### src/rtl/pipemdu_if.sv
// rtl/pipemdu_if.sv - EX-stage multiply/divide unit bus between pipeline and MDU
interface pipemdu_if #(
  parameter int WIDTH = 32
);
  logic [WIDTH-1:0] ea;
  logic [WIDTH-1:0] eb;
  logic [3:0]       emdop;
  logic             ecancel;
  logic [WIDTH-1:0] emdres;
  logic             emdbusy;
  logic             emdstall;
  logic [WIDTH-1:0] ehi;
  logic [WIDTH-1:0] elo;

  // Pipeline side: presents the D/E operands and op, consumes results and stall
  modport master (
    output ea, eb, emdop, ecancel,
    input  emdres, emdbusy, emdstall, ehi, elo
  );

  // MDU side
  modport slave (
    input  ea, eb, emdop, ecancel,
    output emdres, emdbusy, emdstall, ehi, elo
  );
endinterface

### src/rtl/pipemdu.sv
// rtl/pipemdu.sv - multi-cycle shift-add multiply / restoring divide unit owning HI/LO
module pipemdu #(
  parameter int WIDTH = 32
) (
  input  logic      clk,
  input  logic      rst,
  pipemdu_if.slave  bus
);

  localparam int CW = $clog2(WIDTH);

  localparam logic [3:0] OP_NONE  = 4'd0;
  localparam logic [3:0] OP_MULT  = 4'd1;
  localparam logic [3:0] OP_MULTU = 4'd2;
  localparam logic [3:0] OP_DIV   = 4'd3;
  localparam logic [3:0] OP_DIVU  = 4'd4;
  localparam logic [3:0] OP_MFHI  = 4'd5;
  localparam logic [3:0] OP_MFLO  = 4'd6;
  localparam logic [3:0] OP_MTHI  = 4'd7;
  localparam logic [3:0] OP_MTLO  = 4'd8;

  typedef enum logic [1:0] {IDLE, MUL, DIV, FIX} state_t;

  state_t           state;
  logic [CW-1:0]    cnt;
  logic [WIDTH-1:0] hi, lo;
  // acc: product upper half / partial remainder; low: multiplier+product lower half / quotient
  logic [WIDTH-1:0] acc, low;
  // dvs: multiplicand / divisor magnitude; araw: raw dividend kept for divide-by-zero
  logic [WIDTH-1:0] dvs, araw;
  logic             neg, rneg, dz, is_div;

  logic [3:0]         op;
  logic               is_signed;
  logic [WIDTH-1:0]   a_mag, b_mag;
  logic [WIDTH:0]     mul_sum;
  logic [WIDTH+1:0]   div_diff;
  logic               div_neg;
  logic [2*WIDTH-1:0] prod, prod_fix;
  logic [WIDTH-1:0]   q_fix, r_fix;

  // Operand conditioning and one-bit-per-cycle datapath
  always_comb begin
    op        = bus.ecancel ? OP_NONE : bus.emdop;
    is_signed = (op == OP_MULT) || (op == OP_DIV);
    a_mag     = (is_signed && bus.ea[WIDTH-1]) ? -bus.ea : bus.ea;
    b_mag     = (is_signed && bus.eb[WIDTH-1]) ? -bus.eb : bus.eb;
    mul_sum   = {1'b0, acc} + {1'b0, (low[0] ? dvs : {WIDTH{1'b0}})};
    div_diff  = {1'b0, acc, low[WIDTH-1]} - {2'b00, dvs};
    // bit WIDTH is always clear on a successful subtract, so OR-ing it in is harmless
    div_neg   = div_diff[WIDTH+1] | div_diff[WIDTH];
    prod      = {acc, low};
    prod_fix  = neg ? -prod : prod;
    q_fix     = neg ? -low : low;
    r_fix     = rneg ? -acc : acc;
  end

  // Sequencer: accept in IDLE, iterate WIDTH cycles, sign-fix, commit HI/LO
  always_ff @(posedge clk) begin
    if (rst) begin
      state  <= IDLE;
      cnt    <= '0;
      hi     <= '0;
      lo     <= '0;
      acc    <= '0;
      low    <= '0;
      dvs    <= '0;
      araw   <= '0;
      neg    <= 1'b0;
      rneg   <= 1'b0;
      dz     <= 1'b0;
      is_div <= 1'b0;
    end else begin
      case (state)
        IDLE: begin
          cnt <= '0;
          if (op == OP_MULT || op == OP_MULTU || op == OP_DIV || op == OP_DIVU) begin
            is_div <= (op == OP_DIV) || (op == OP_DIVU);
            neg    <= is_signed & (bus.ea[WIDTH-1] ^ bus.eb[WIDTH-1]);
            rneg   <= is_signed & bus.ea[WIDTH-1];
            dz     <= (bus.eb == '0);
            araw   <= bus.ea;
            dvs    <= (op == OP_MULT || op == OP_MULTU) ? a_mag : b_mag;
            // multiply keeps the multiplier in low; divide shifts the dividend out of low
            low    <= (op == OP_MULT || op == OP_MULTU) ? b_mag : a_mag;
            acc    <= '0;
            state  <= (op == OP_MULT || op == OP_MULTU) ? MUL : DIV;
          end else if (op == OP_MTHI) begin
            hi <= bus.ea;
          end else if (op == OP_MTLO) begin
            lo <= bus.ea;
          end
        end
        MUL: begin
          acc <= mul_sum[WIDTH:1];
          low <= {mul_sum[0], low[WIDTH-1:1]};
          cnt <= cnt + CW'(1);
          if (cnt == CW'(WIDTH-1)) state <= FIX;
        end
        DIV: begin
          if (!div_neg) begin
            acc <= div_diff[WIDTH-1:0];
            low <= {low[WIDTH-2:0], 1'b1};
          end else begin
            acc <= {acc[WIDTH-2:0], low[WIDTH-1]};
            low <= {low[WIDTH-2:0], 1'b0};
          end
          cnt <= cnt + CW'(1);
          if (cnt == CW'(WIDTH-1)) state <= FIX;
        end
        FIX: begin
          if (!is_div) begin
            {hi, lo} <= prod_fix;
          end else if (dz) begin
            lo <= {WIDTH{1'b1}};
            hi <= araw;
          end else begin
            lo <= q_fix;
            hi <= r_fix;
          end
          state <= IDLE;
        end
        default: state <= IDLE;
      endcase
    end
  end

  // Status and result mux back to EX
  always_comb begin
    bus.emdbusy  = (state != IDLE);
    bus.emdstall = bus.emdbusy && (op >= OP_MULT) && (op <= OP_MTLO);
    bus.ehi      = hi;
    bus.elo      = lo;
    if (op == OP_MFHI)      bus.emdres = hi;
    else if (op == OP_MFLO) bus.emdres = lo;
    else                    bus.emdres = '0;
  end

endmodule

### src/flat_wrapper.sv
// flat-port wrapper written by rule: the top's interface ports become plain ports
module pipemdu_flat 
#(
  parameter int WIDTH = 32
)
  (clk, rst, bus_ea, bus_eb, bus_emdop, bus_ecancel, bus_emdres, bus_emdbusy, bus_emdstall, bus_ehi, bus_elo);
  pipemdu_if #(.WIDTH(WIDTH)) bus_i ();
  input  logic clk;
  input  logic rst;
  input wire logic [$bits(bus_i.ea)-1:0] bus_ea;
  input wire logic [$bits(bus_i.eb)-1:0] bus_eb;
  input wire logic [$bits(bus_i.emdop)-1:0] bus_emdop;
  input wire logic [$bits(bus_i.ecancel)-1:0] bus_ecancel;
  output wire logic [$bits(bus_i.emdres)-1:0] bus_emdres;
  output wire logic [$bits(bus_i.emdbusy)-1:0] bus_emdbusy;
  output wire logic [$bits(bus_i.emdstall)-1:0] bus_emdstall;
  output wire logic [$bits(bus_i.ehi)-1:0] bus_ehi;
  output wire logic [$bits(bus_i.elo)-1:0] bus_elo;
  assign bus_i.ea = bus_ea;
  assign bus_i.eb = bus_eb;
  assign bus_i.emdop = bus_emdop;
  assign bus_i.ecancel = bus_ecancel;
  assign bus_emdres = bus_i.emdres;
  assign bus_emdbusy = bus_i.emdbusy;
  assign bus_emdstall = bus_i.emdstall;
  assign bus_ehi = bus_i.ehi;
  assign bus_elo = bus_i.elo;
  pipemdu #(.WIDTH(WIDTH)) u_core (.clk(clk), .rst(rst), .bus(bus_i));
endmodule
### config.mk
export PLATFORM = sky130hd
export DESIGN_NAME = pipemdu_flat
export DESIGN_NICKNAME = d
export VERILOG_FILES = /design/src/rtl/pipemdu_if.sv /design/src/rtl/pipemdu.sv /design/src/flat_wrapper.sv
export SDC_FILE = /design/constraint.sdc
export NUM_CORES = 1
export LEC_CHECK = 0
export BUFFER_PORTS_ARGS = -buffer_cell sky130_fd_sc_hd__clkbuf_2
export CAP_MARGIN = 20
export CORE_AREA = 2 2 295 180
export CTS_CLUSTER_SIZE = 12
export DETAILED_ROUTE_END_ITERATION = 7
export DIE_AREA = 0 0 297 182
export SLEW_MARGIN = 20
export SYNTH_ARGS = -nofsm -noshare
export SYNTH_HDL_FRONTEND = slang
export SYNTH_SLANG_ARGS = --single-unit
### constraint.sdc
create_clock -name clk -period 4.8 [get_ports clk]
set_input_delay 0.96 -clock clk [delete_from_list [all_inputs] [get_ports clk]]
set_output_delay 0.96 -clock clk [all_outputs]
set_load 0.01 [all_outputs]
### Yosys cells after proc, flatten, opt, wreduce, memory -nomap -nowiden

Cells that the tools add are included.

| cells by class | value |
|---|---|
| add/subtract/negate cells | 8 |
| magnitude comparators | 2 |
| equality and inequality tests | 18 |
| muxes and demuxes | 33 |
| bitwise operators | 4 |
| reduce and logical (&&, ||, !) cells | 21 |

Operator list:

| operator | count |
|---|---|
| $mux W32 | 21 |
| $pmux W32 S3 | 2 |
| $neg A32 Y32 | 4 |
| $pmux W32 S2 | 2 |
| $mux W64 | 1 |
| $neg A64 Y64 | 1 |
| $sub A33 B32 Y34 | 1 |
| $add A32 B32 Y33 | 1 |
| $logic_not A32 Y1 | 1 |
| $eq A4 B3 Y1 const B | 4 |
| $pmux W5 S2 | 1 |
| $eq A4 B2 Y1 const B | 2 |
| $ne A2 B1 Y1 const B | 4 |
| $mux W2 | 3 |
| $pmux W2 S3 | 1 |
| $reduce_and A2 Y1 | 3 |
| $reduce_bool A2 Y1 | 3 |
| $add A5 B1 Y5 const B | 1 |
| $eq A5 B5 Y1 const B | 1 |
| $logic_or A1 B1 Y1 | 5 |
| $eq A2 B2 Y1 const B | 2 |
| $eq A4 B1 Y1 const B | 1 |
| $eq A4 B4 Y1 const B | 1 |
| $ge A4 B1 Y1 const B | 1 |
| other kinds (14) | 19 |

| word-level totals | value |
|---|---|
| bits in registers | 203 |
| input bits | 71 |
| output and inout bits | 98 |
| logic and storage cells | 98 |

### Logic depth before layout (Yosys ltp)

Gate-level depths: netlist (run 1).

| depth | value |
|---|---|
| depth after elaboration | 8 |
| mapped depth | 15 |
| depth with buffers taken out | 14 |

### Worst setup path after synthesis (run 1)

OpenSTA, ideal clock, no wires.

| timing | value |
|---|---|
| path type | register to register |
| start | reg u_core.low[31] |
| end | reg u_core.low[0] |
| setup time | 0.114 ns |
| data arrival time | 3.375 ns |
| required time | 4.686 ns |
| path slack | 1.311 ns |
| stages on the path, launching flop included | 14 |
| path buffers | 0 |
| clock period less this slack | 3.489 ns |
| cell sequence | dfxtp_1 -> inv_1 -> ha_1 -> fa_1 -> nand2b_1 -> a21oi_1 -> o2111ai_1 -> a21oi_1 -> nor4_1 -> nor2_1 -> nand2_1 -> o211ai_1 -> a221oi_1 -> a2111oi_0 |

| on the way | value |
|---|---|
| word-level cells in the longest chain between the ends | 4 |

RTL lines:

| what | RTL line | text |
|---|---|---|
| from (decl) | pipemdu.sv:28 | `logic [WIDTH-1:0] acc, low;` |
| from (signal assigned) | pipemdu.sv:85 | `low <= (op == OP_MULT \|\| op == OP_MULTU) ? b_mag : a_mag;` |
| from (signal assigned) | pipemdu.sv:96 | `low <= {mul_sum[0], low[WIDTH-1:1]};` |
| from (signal assigned) | pipemdu.sv:103 | `low <= {low[WIDTH-2:0], 1'b1};` |
| $sub A33 B32 Y34 | pipemdu.sv:49 | `div_diff = {1'b0, acc, low[WIDTH-1]} - {2'b00, dvs};` |
| $or A1 B1 Y1 | pipemdu.sv:51 | `div_neg = div_diff[WIDTH+1] \| div_diff[WIDTH];` |
| $mux W1 | pipemdu.sv:101 | `if (!div_neg) begin` |
| $pmux W32 S3 | pipemdu.sv:74 | `case (state)` |

Every way passes these cells.
A chain may end at the register's enable or synchronous reset.

### Worst setup path after layout (run 1)

| timing | value |
|---|---|
| start | reg u_core.low[31] |
| end | reg u_core.acc[7] |

| on the way | value |
|---|---|
| word-level cells in the longest chain between the ends | 4 |

RTL lines:

| what | RTL line | text |
|---|---|---|
| $sub A33 B32 Y34 (*) | pipemdu.sv:49 |  |
| $or A1 B1 Y1 | pipemdu.sv:51 |  |
| $mux W32 (*) | pipemdu.sv:101 |  |
| $pmux W32 S3 (*) | pipemdu.sv:74 |  |
| to (signal assigned) | pipemdu.sv:95 | `acc <= mul_sum[WIDTH:1];` |
| to (signal assigned) | pipemdu.sv:102 | `acc <= div_diff[WIDTH-1:0];` |
| to (signal assigned) | pipemdu.sv:105 | `acc <= {acc[WIDTH-2:0], low[WIDTH-1]};` |
| to (decl) | pipemdu.sv:28 |  |

Mark *: on every way between the ends. The rest lies on a longest branch, timed or not.

==> results of run 1 <==
## per-stage QoR
step,power (mW),std cells,setup WS [ps],utilization (%),hold slack [ps]
3_3_place_gp,5.589,3227,574.6,37.49,443.7
6_report,7.624,3268,339.0,38.94,456.2
5_1_grt,7.915,3266,270.7,38.93,473.1
3_5_place_dp,5.626,3227,613.8,37.49,450.3
2_1_floorplan,4.290,2500,1311,-,431.9
4_1_cts,7.453,3266,547.6,38.92,458.8
## worst max-delay path by stage
stage                     to  slack [ps]  depth (start not counted)
2_1_floorplan  u_core.low[0]        1310                         13
3_3_place_gp   u_core.acc[7]         570                         14
3_5_place_dp   u_core.acc[7]         610                         14
4_1_cts        u_core.acc[7]         550                         14
5_1_grt        u_core.acc[7]         270                         14
6_report       u_core.acc[7]         340                         14
## layer usage
metal,global-route usage [%],up-vias,part of all wire (%)
li1,-,9232,-
met1,45.08,9923,46
met2,38.27,1330,37
met3,9.631,102,14
met4,5.152,2,1.8
met5,0,-,0.022
## cells in the final DEF, fill, tap and decap left out, types with 58 or more instances in the layout
master / instances
nand2_1: 359
a21oi_1: 280
dfxtp_1: 199
nor2_1: 180
clkbuf_2: 167
xnor2_1: 145
o21ai_0: 88
buf_4: 83
ha_1: 73
inv_1: 71
o21ai_1: 70
o221ai_1: 65
o211ai_1: 59
xor2_1: 58
## synth_stat cells (23+ instances only)
cell type	number
a211oi_1	30
xor2_1	58
dfxtp_1	203
inv_1	71
nor4_1	27
o21ai_0	88
mux2i_1	39
o221ai_1	65
buf_1	23
clkbuf_1	195
o31ai_1	31
o21ai_1	72
xnor2_1	145
ha_1	75
nand2_1	360
nor2_1	183
o211ai_1	59
a22o_1	41
nand3_1	32
a221oi_1	27
a22oi_1	43
a21oi_1	282
nor3_1	37
## cells by family (layout without fill, tap and decap cells)
family	count (synthesis)	in the layout	share of synthesized area, %
xor+xnor	203	203	9.989
flops	203	203	22.83
buf+inv	299	362	6.411
mux	39	39	2.193
other cells	0	2	0
simple gates	782	782	19.98
fa+ha+maj	77	77	5.497
compound gates	897	897	33.10
## registers in the layout (all words and copies together) (netlist names)
signal          count
u_core.rneg         1
u_core.bus.ehi     32
u_core.cnt          5
u_core.acc         32
u_core.dvs         32
u_core.is_div       1
u_core.araw        32
u_core.neg          1
u_core.bus.elo     32
u_core.low         32
u_core.dz           1
u_core.state        2
## power by group through the flow
stage / sequential (mW) / clock [mW] / combinational, mW
2_1_floorplan: 2.17 / 0 / 2.12
3_3_place_gp: 2.27 / 0 / 3.32
3_5_place_dp: 2.27 / 0 / 3.35
4_1_cts: 2.24 / 1.85 / 3.37
5_1_grt: 2.27 / 1.92 / 3.73
6_report: 2.26 / 1.84 / 3.52
## final cells by class
cell class | count | area, µm² | area share, %
Clock inverter | 6 | 65.06 | 0.3231
Clock buffer | 33 | 673.1 | 3.342
Tap cell | 703 | 879.6 | 4.368
Multi-Input combinational cell | 1998 | 12680 | 62.97
Antenna cell | 2 | 5.005 | 0.02485
Inverter | 71 | 266.5 | 1.323
Timing Repair Buffer | 252 | 1499 | 7.443
Sequential cell | 203 | 4069 | 20.20
## worst reg2reg max path, stage by stage (launching register included)
cell	delay (ps)
dfxtp_1	560
inv_1	140
ha_1	240
fa_1	400
nand2b_1	180
a21oi_1	260
o2111ai_1	230
a21oi_1	430
nor4_1	160
or2_1	380
o31ai_2	270
buf_4	340
o221ai_1	180
a221oi_1	450
a221o_1	180
==> results.sh, run 1 <==
export IMPL_overflow=0
export IMPL_hold_path_class="flop to flop"
export IMPL_synth_area_leader_cell="dfxtp_1"
export IMPL_gp_congestion=1.077
export IMPL_synthesis_nets=2648
export IMPL_yosys_warnings=0
export IMPL_slowest_stage="dfxtp_1"
export IMPL_worst_pin_slew_ps=1173
export IMPL_reg2reg_depth=14
export IMPL_cts_buffers=23
export IMPL_grt_pass1_vias=17930
export IMPL_ys_types=78
export IMPL_cp_startpoint="u_core.low[31]"
export IMPL_row_count=65
export IMPL_slew_violations=0
export IMPL_pwr_share_seq_pct=29.6
export IMPL_viasPerCell=6.300
export IMPL_status="finished clean"
export IMPL_p_leak_nw=7.637
export IMPL_cts_resized=0
export IMPL_drc=0
export IMPL_drive_above_1_share_pct=12.80
export IMPL_path_cells="inv_1 > ha_1 > fa_1 > nand2b_1 > a21oi_1 > o2111ai_1 > a21oi_1 > nor4_1 > or2_1 > o31ai_2 > buf_4 > o221ai_1 > a221oi_1 > a221o_1"
export IMPL_finClkSkew_ps=22.05
export IMPL_yosys_register_bits=203
export IMPL_irDropWorstVdd_mv=0.2666
export IMPL_synth_top_cell_area_share_pct=22.83
export IMPL_cp_end_kind="flop"
export IMPL_drtAntennaViolNets=0
export IMPL_path_clk_slew_ps=60
export IMPL_synth_edff_count=0
export IMPL_avgRoutedWirePerCell_um=25.33
export IMPL_r2r_start="u_core.low[31]"
export IMPL_cts_setup_buffers=0
export IMPL_rsz0062_at_grt="false"
export IMPL_finalSetupViolCount=0
export IMPL_cp_required_ps=5280
export IMPL_cts_path_max_buffers=3
export IMPL_clkLatencyLatePin_ps=560
export IMPL_period_share_pct=92.94
export IMPL_path_buf_inv=2
export IMPL_hold_buffers=0
export IMPL_cp_start_kind="flop"
export IMPL_synth_flop_cell="dfxtp_1"
export IMPL_initial_utilization_pct=34.41
export IMPL_hold_violations=0
export IMPL_drt_pass1_iterations=7
export IMPL_clockPowerShare_pct=24.2
export IMPL_core_area_um2=51720
export IMPL_track_usage_pct=29.17
export IMPL_hold_end="u_core.dvs[7]"
export IMPL_slew_headroom_pct=21.82
export IMPL_placed_cell_area_um2=19390
export IMPL_cts_tree="done"
export IMPL_crit_path_frequent_cell="a21oi_1"
export IMPL_netlist_area_um2=17800
export IMPL_fmax_mhz=224.2
export IMPL_port_buffers=168
export IMPL_cts_max_level=1
export IMPL_fill_cells=5490
export IMPL_cp_max_fo=20
export IMPL_vias=20590
export IMPL_syn_inst=2500
export IMPL_rr_endpoint="u_core.acc[7]"
export IMPL_holdPathStages=2
export IMPL_synthTopCellsByArea="dfxtp_1 (23%), a21oi_1 (7.9%), nand2_1 (7.6%), xnor2_1 (7.1%), ha_1 (5.3%)"
export IMPL_p_int_mw=4.059
export IMPL_cpLargestDelayFamily="compound AO/OA/AOI/OAI gates"
export IMPL_p_per_area_nw_per_um2=378.6
export IMPL_finalSetupTns_ps=0
export IMPL_ioPinCount=169
export IMPL_rrSetupSlack_ps=340
export IMPL_grt_max_degree=86
export IMPL_cts_sinks=203
export IMPL_fp_dieW_um=297
export IMPL_synth_area_per_cell_um2=7.119
export IMPL_grt_pass1_wl_mm=120.6
export IMPL_antenna_found_initial=1
export IMPL_cts_root_buf="clkbuf_16"
export IMPL_die_area_um2=54050
export IMPL_critical_path_class="flop to flop"
export IMPL_swShare_pct=46.76
export IMPL_seq_area_frac_synth_pct=22.83
export IMPL_critPathMaxStageDelay_ps=560
export IMPL_async_reset_ff_share_pct=0
export IMPL_fin_nets=2697
export IMPL_final_area_um2=20140
export IMPL_drt_iter0_drc=2872
export IMPL_arrival_ps=4940
export IMPL_area_growth_pct=13.15
export IMPL_maxCapViolations=0
export IMPL_worstHoldStart="u_core.dvs[7]"
export IMPL_timing_final_crit_period_ps=4461
export IMPL_wl_mm=82.77
export IMPL_p_comb_share_pct=46.2
export IMPL_hpwl_mm=63.42
export IMPL_die_h_um=182
export IMPL_switchingPower_mw=3.565
Note: power is estimated with default switching activity, not from simulation.
==> run 2: changes to the inputs <==
--- a/config.mk
+++ b/config.mk
@@ -5,12 +5,13 @@
 export SDC_FILE = /design/constraint.sdc
 export NUM_CORES = 1
 export LEC_CHECK = 0
+export ABC_AREA = 1
 export BUFFER_PORTS_ARGS = -buffer_cell sky130_fd_sc_hd__clkbuf_2
 export CAP_MARGIN = 20
-export CORE_AREA = 2 2 295 180
+export CORE_AREA = 2 2 312 190
 export CTS_CLUSTER_SIZE = 12
 export DETAILED_ROUTE_END_ITERATION = 7
-export DIE_AREA = 0 0 297 182
+export DIE_AREA = 0 0 314 192
 export SLEW_MARGIN = 20
 export SYNTH_ARGS = -nofsm -noshare
 export SYNTH_HDL_FRONTEND = slang
==> constraint.sdc (replaced) <==
create_clock -name clk -period 5.35 [get_ports clk]
set_input_delay 1.07 -clock clk [delete_from_list [all_inputs] [get_ports clk]]
set_output_delay 1.07 -clock clk [all_outputs]
set_load 0.01 [all_outputs]
==> results.sh, run 2 <==
export IMPL_syn_inst=3471
export IMPL_initial_utilization_pct=34.87
export IMPL_finClkSkew_ps=36.24
export IMPL_worst_pin_slew_ps=1031
export IMPL_yosys_warnings=0
export IMPL_cp_start_kind="flop"
export IMPL_cp_startpoint="u_core.low[31]"
export IMPL_synth_edff_count=0
export IMPL_track_usage_pct=31.77
export IMPL_arrival_ps=4300
export IMPL_p_leak_nw=10.86
export IMPL_yosys_register_bits=203
export IMPL_synth_top_cell_area_share_pct=20.36
export IMPL_hold_buffers=0
export IMPL_hold_path_class="flop to flop"
export IMPL_reg2reg_depth=17
export IMPL_antenna_found_initial=3
export IMPL_r2r_start="u_core.low[31]"
export IMPL_dp_cells=4280
export IMPL_placed_cell_area_um2=21370
export IMPL_drive_above_1_share_pct=10.00
export IMPL_synthesis_nets=3619
export IMPL_final_area_um2=22160
export IMPL_area_growth_pct=11.01
export IMPL_timing_final_crit_period_ps=3885
export IMPL_seq_area_frac_synth_pct=20.36
export IMPL_synth_flop_cell="dfxtp_1"
export IMPL_status="finished clean"
export IMPL_grt_pass1_wl_mm=142.0
export IMPL_layoutNonFillerInstCount=4320
export IMPL_irDropWorstVdd_mv=0.2991
export IMPL_clkLatencyLatePin_ps=570
export IMPL_cts_path_max_buffers=3
export IMPL_die_area_um2=60290
export IMPL_rrSetupSlack_ps=1460
export IMPL_hpwl_mm=81.44
export IMPL_grt_pass1_vias=20700
export IMPL_p_per_area_nw_per_um2=393.9
export IMPL_critical_path_class="flop to flop"
export IMPL_final_cell_mix="nand2_1 (906), inv_1 (381), nor2_1 (336)"
export IMPL_worstHoldStart="u_core.cnt[4]"
export IMPL_maxCapViolations=0
export IMPL_finalSetupViolCount=0
export IMPL_period_share_pct=72.63
export IMPL_cts_root_buf="clkbuf_16"
export IMPL_core_area_um2=57260
export IMPL_cts_sinks=203
export IMPL_holdPathStages=2
export IMPL_cp_required_ps=5770
export IMPL_cts_buffers=24
export IMPL_fin_nets=3685
export IMPL_drt_pass1_iterations=6
export IMPL_drc=0
export IMPL_port_buffers=168
export IMPL_netlist_top_cells_count="nand2_1 (906), inv_1 (382), nor2_1 (339)"
export IMPL_avgRoutedWirePerCell_um=23.03
export IMPL_synthTopCellsByArea="dfxtp_1 (20%), nand2_1 (17%), nand3_1 (8.0%), a21oi_1 (7.2%), inv_1 (7.2%)"
export IMPL_fin_total_pwr_mw=8.730
export IMPL_wl_mm=99.48
export IMPL_slew_violations=0
export IMPL_cp_end_kind="flop"
export IMPL_cts_setup_buffers=0
export IMPL_hold_violations=0
export IMPL_cts_max_level=1
export IMPL_vias=24460
export IMPL_fmax_mhz=257.4
export IMPL_netlist_area_um2=19960
export IMPL_viasPerCell=5.663
export IMPL_finalSetupTns_ps=0
export IMPL_row_count=68
export IMPL_die_h_um=192
export IMPL_hold_end="u_core.cnt[4]"
export IMPL_drtAntennaViolNets=0
export IMPL_cts_tree="done"
export IMPL_rr_endpoint="u_core.acc[14]"
export IMPL_fp_dieW_um=314
export IMPL_ioPinCount=169
export IMPL_slew_headroom_pct=31.30
export IMPL_rsz0062_at_grt="false"
export IMPL_cp_max_fo=7
export IMPL_synth_most_common_cell="nand2_1"
export IMPL_final_common_cell="nand2_1"
export IMPL_synth_area_per_cell_um2=5.752
export IMPL_drt_iter0_drc=3588
export IMPL_synth_area_leader_cell="dfxtp_1"
export IMPL_overflow=0
export IMPL_ys_types=60
export IMPL_fill_cells=6443
export IMPL_async_reset_ff_share_pct=0
export IMPL_grt_max_degree=90
export IMPL_path_clk_slew_ps=70
export IMPL_cts_resized=0
export IMPL_gp_congestion=1.050
==> run 2: per-stage QoR <==
step | worst slack, ps | util, % | hold WS [ps]
floorplan | 2178 | - | 429.7
global placement | 1526 | 37.32 | 458.9
detailed placement | 1472 | 37.32 | 461.8
CTS | 1738 | 38.65 | 470.3
global route | 1277 | 38.70 | 486.5
finish | 1465 | 38.71 | 465.0
==> run 2: critical path, stage by stage (launching register included) <==
cell,delay [ps]
dfxtp_1,360
clkinv_1,320
ha_1,400
fa_1,470
inv_1,100
nand2_1,80
nand2_1,120
nand2_1,120
o21ai_0,520
nand2_1,140
nand2_1,130
nand2_1,60
nand2_1,160
nand4_1,380
nand3_1,210
nand2_1,80
nand2_1,60
a21oi_1,50
==> run 2: cell type report <==
class	instances	area, µm²	share of cell area (%)
clock inverter	9	125.1	0.5646
sequential	203	4065	18.34
antenna	1	2.502	0.01129
timing repair buffer	204	1159	5.228
multi-input combinational	2700	13690	61.77
tap	770	963.4	4.347
inverter	404	1518	6.848
clock buffer	29	639.4	2.885
==> run 2: how the worst max path moves through the flow <==
stage	slack (ps)	end	depth (start not counted)
finish	1460	u_core.acc[14]	17
global route	1280	u_core.acc[27]	14
CTS	1740	u_core.acc[27]	14
detailed placement	1470	u_core.dvs[10]	16
global placement	1530	u_core.dvs[10]	16
floorplan	2180	bus_emdres[10]	7
==> run 2: kinds of logic after synthesis <==
| group | count (synthesis) | share of synthesized area (%) |
|---|---|---|
| adders and majority gates | 77 | 4.901 |
| AOI/OAI and AO/OA | 782 | 21.82 |
| muxes | 2 | 0.1003 |
| DFF | 203 | 20.36 |
| buffers and inverters | 568 | 11.26 |
| and+or+nand+nor | 1762 | 38.19 |
| xor gates and xnor gates | 77 | 3.378 |
==> run 2: layer usage <==
| layer | vias up | share of wire, % | global-route usage [%] | wire length, µm |
|---|---|---|---|---|
| li1 | 11630 | - | - | - |
| met1 | 11220 | 48 | 50.24 | 47410 |
| met4 | 6 | 0.96 | 3.055 | 957 |
| met5 | - | 0.19 | 0 | 192 |
| met2 | 1533 | 32 | 35.35 | 32230 |
| met3 | 74 | 19 | 17.94 | 18690 |
==> run 2: power by group <==
group / total, mW / internal [mW] / switching (mW)
clock: 1.69 / 0.948 / 0.738
sequential: 2.30 / 1.85 / 0.446
combinational: 4.74 / 1.29 / 3.45
total: 8.73 / 4.09 / 4.64
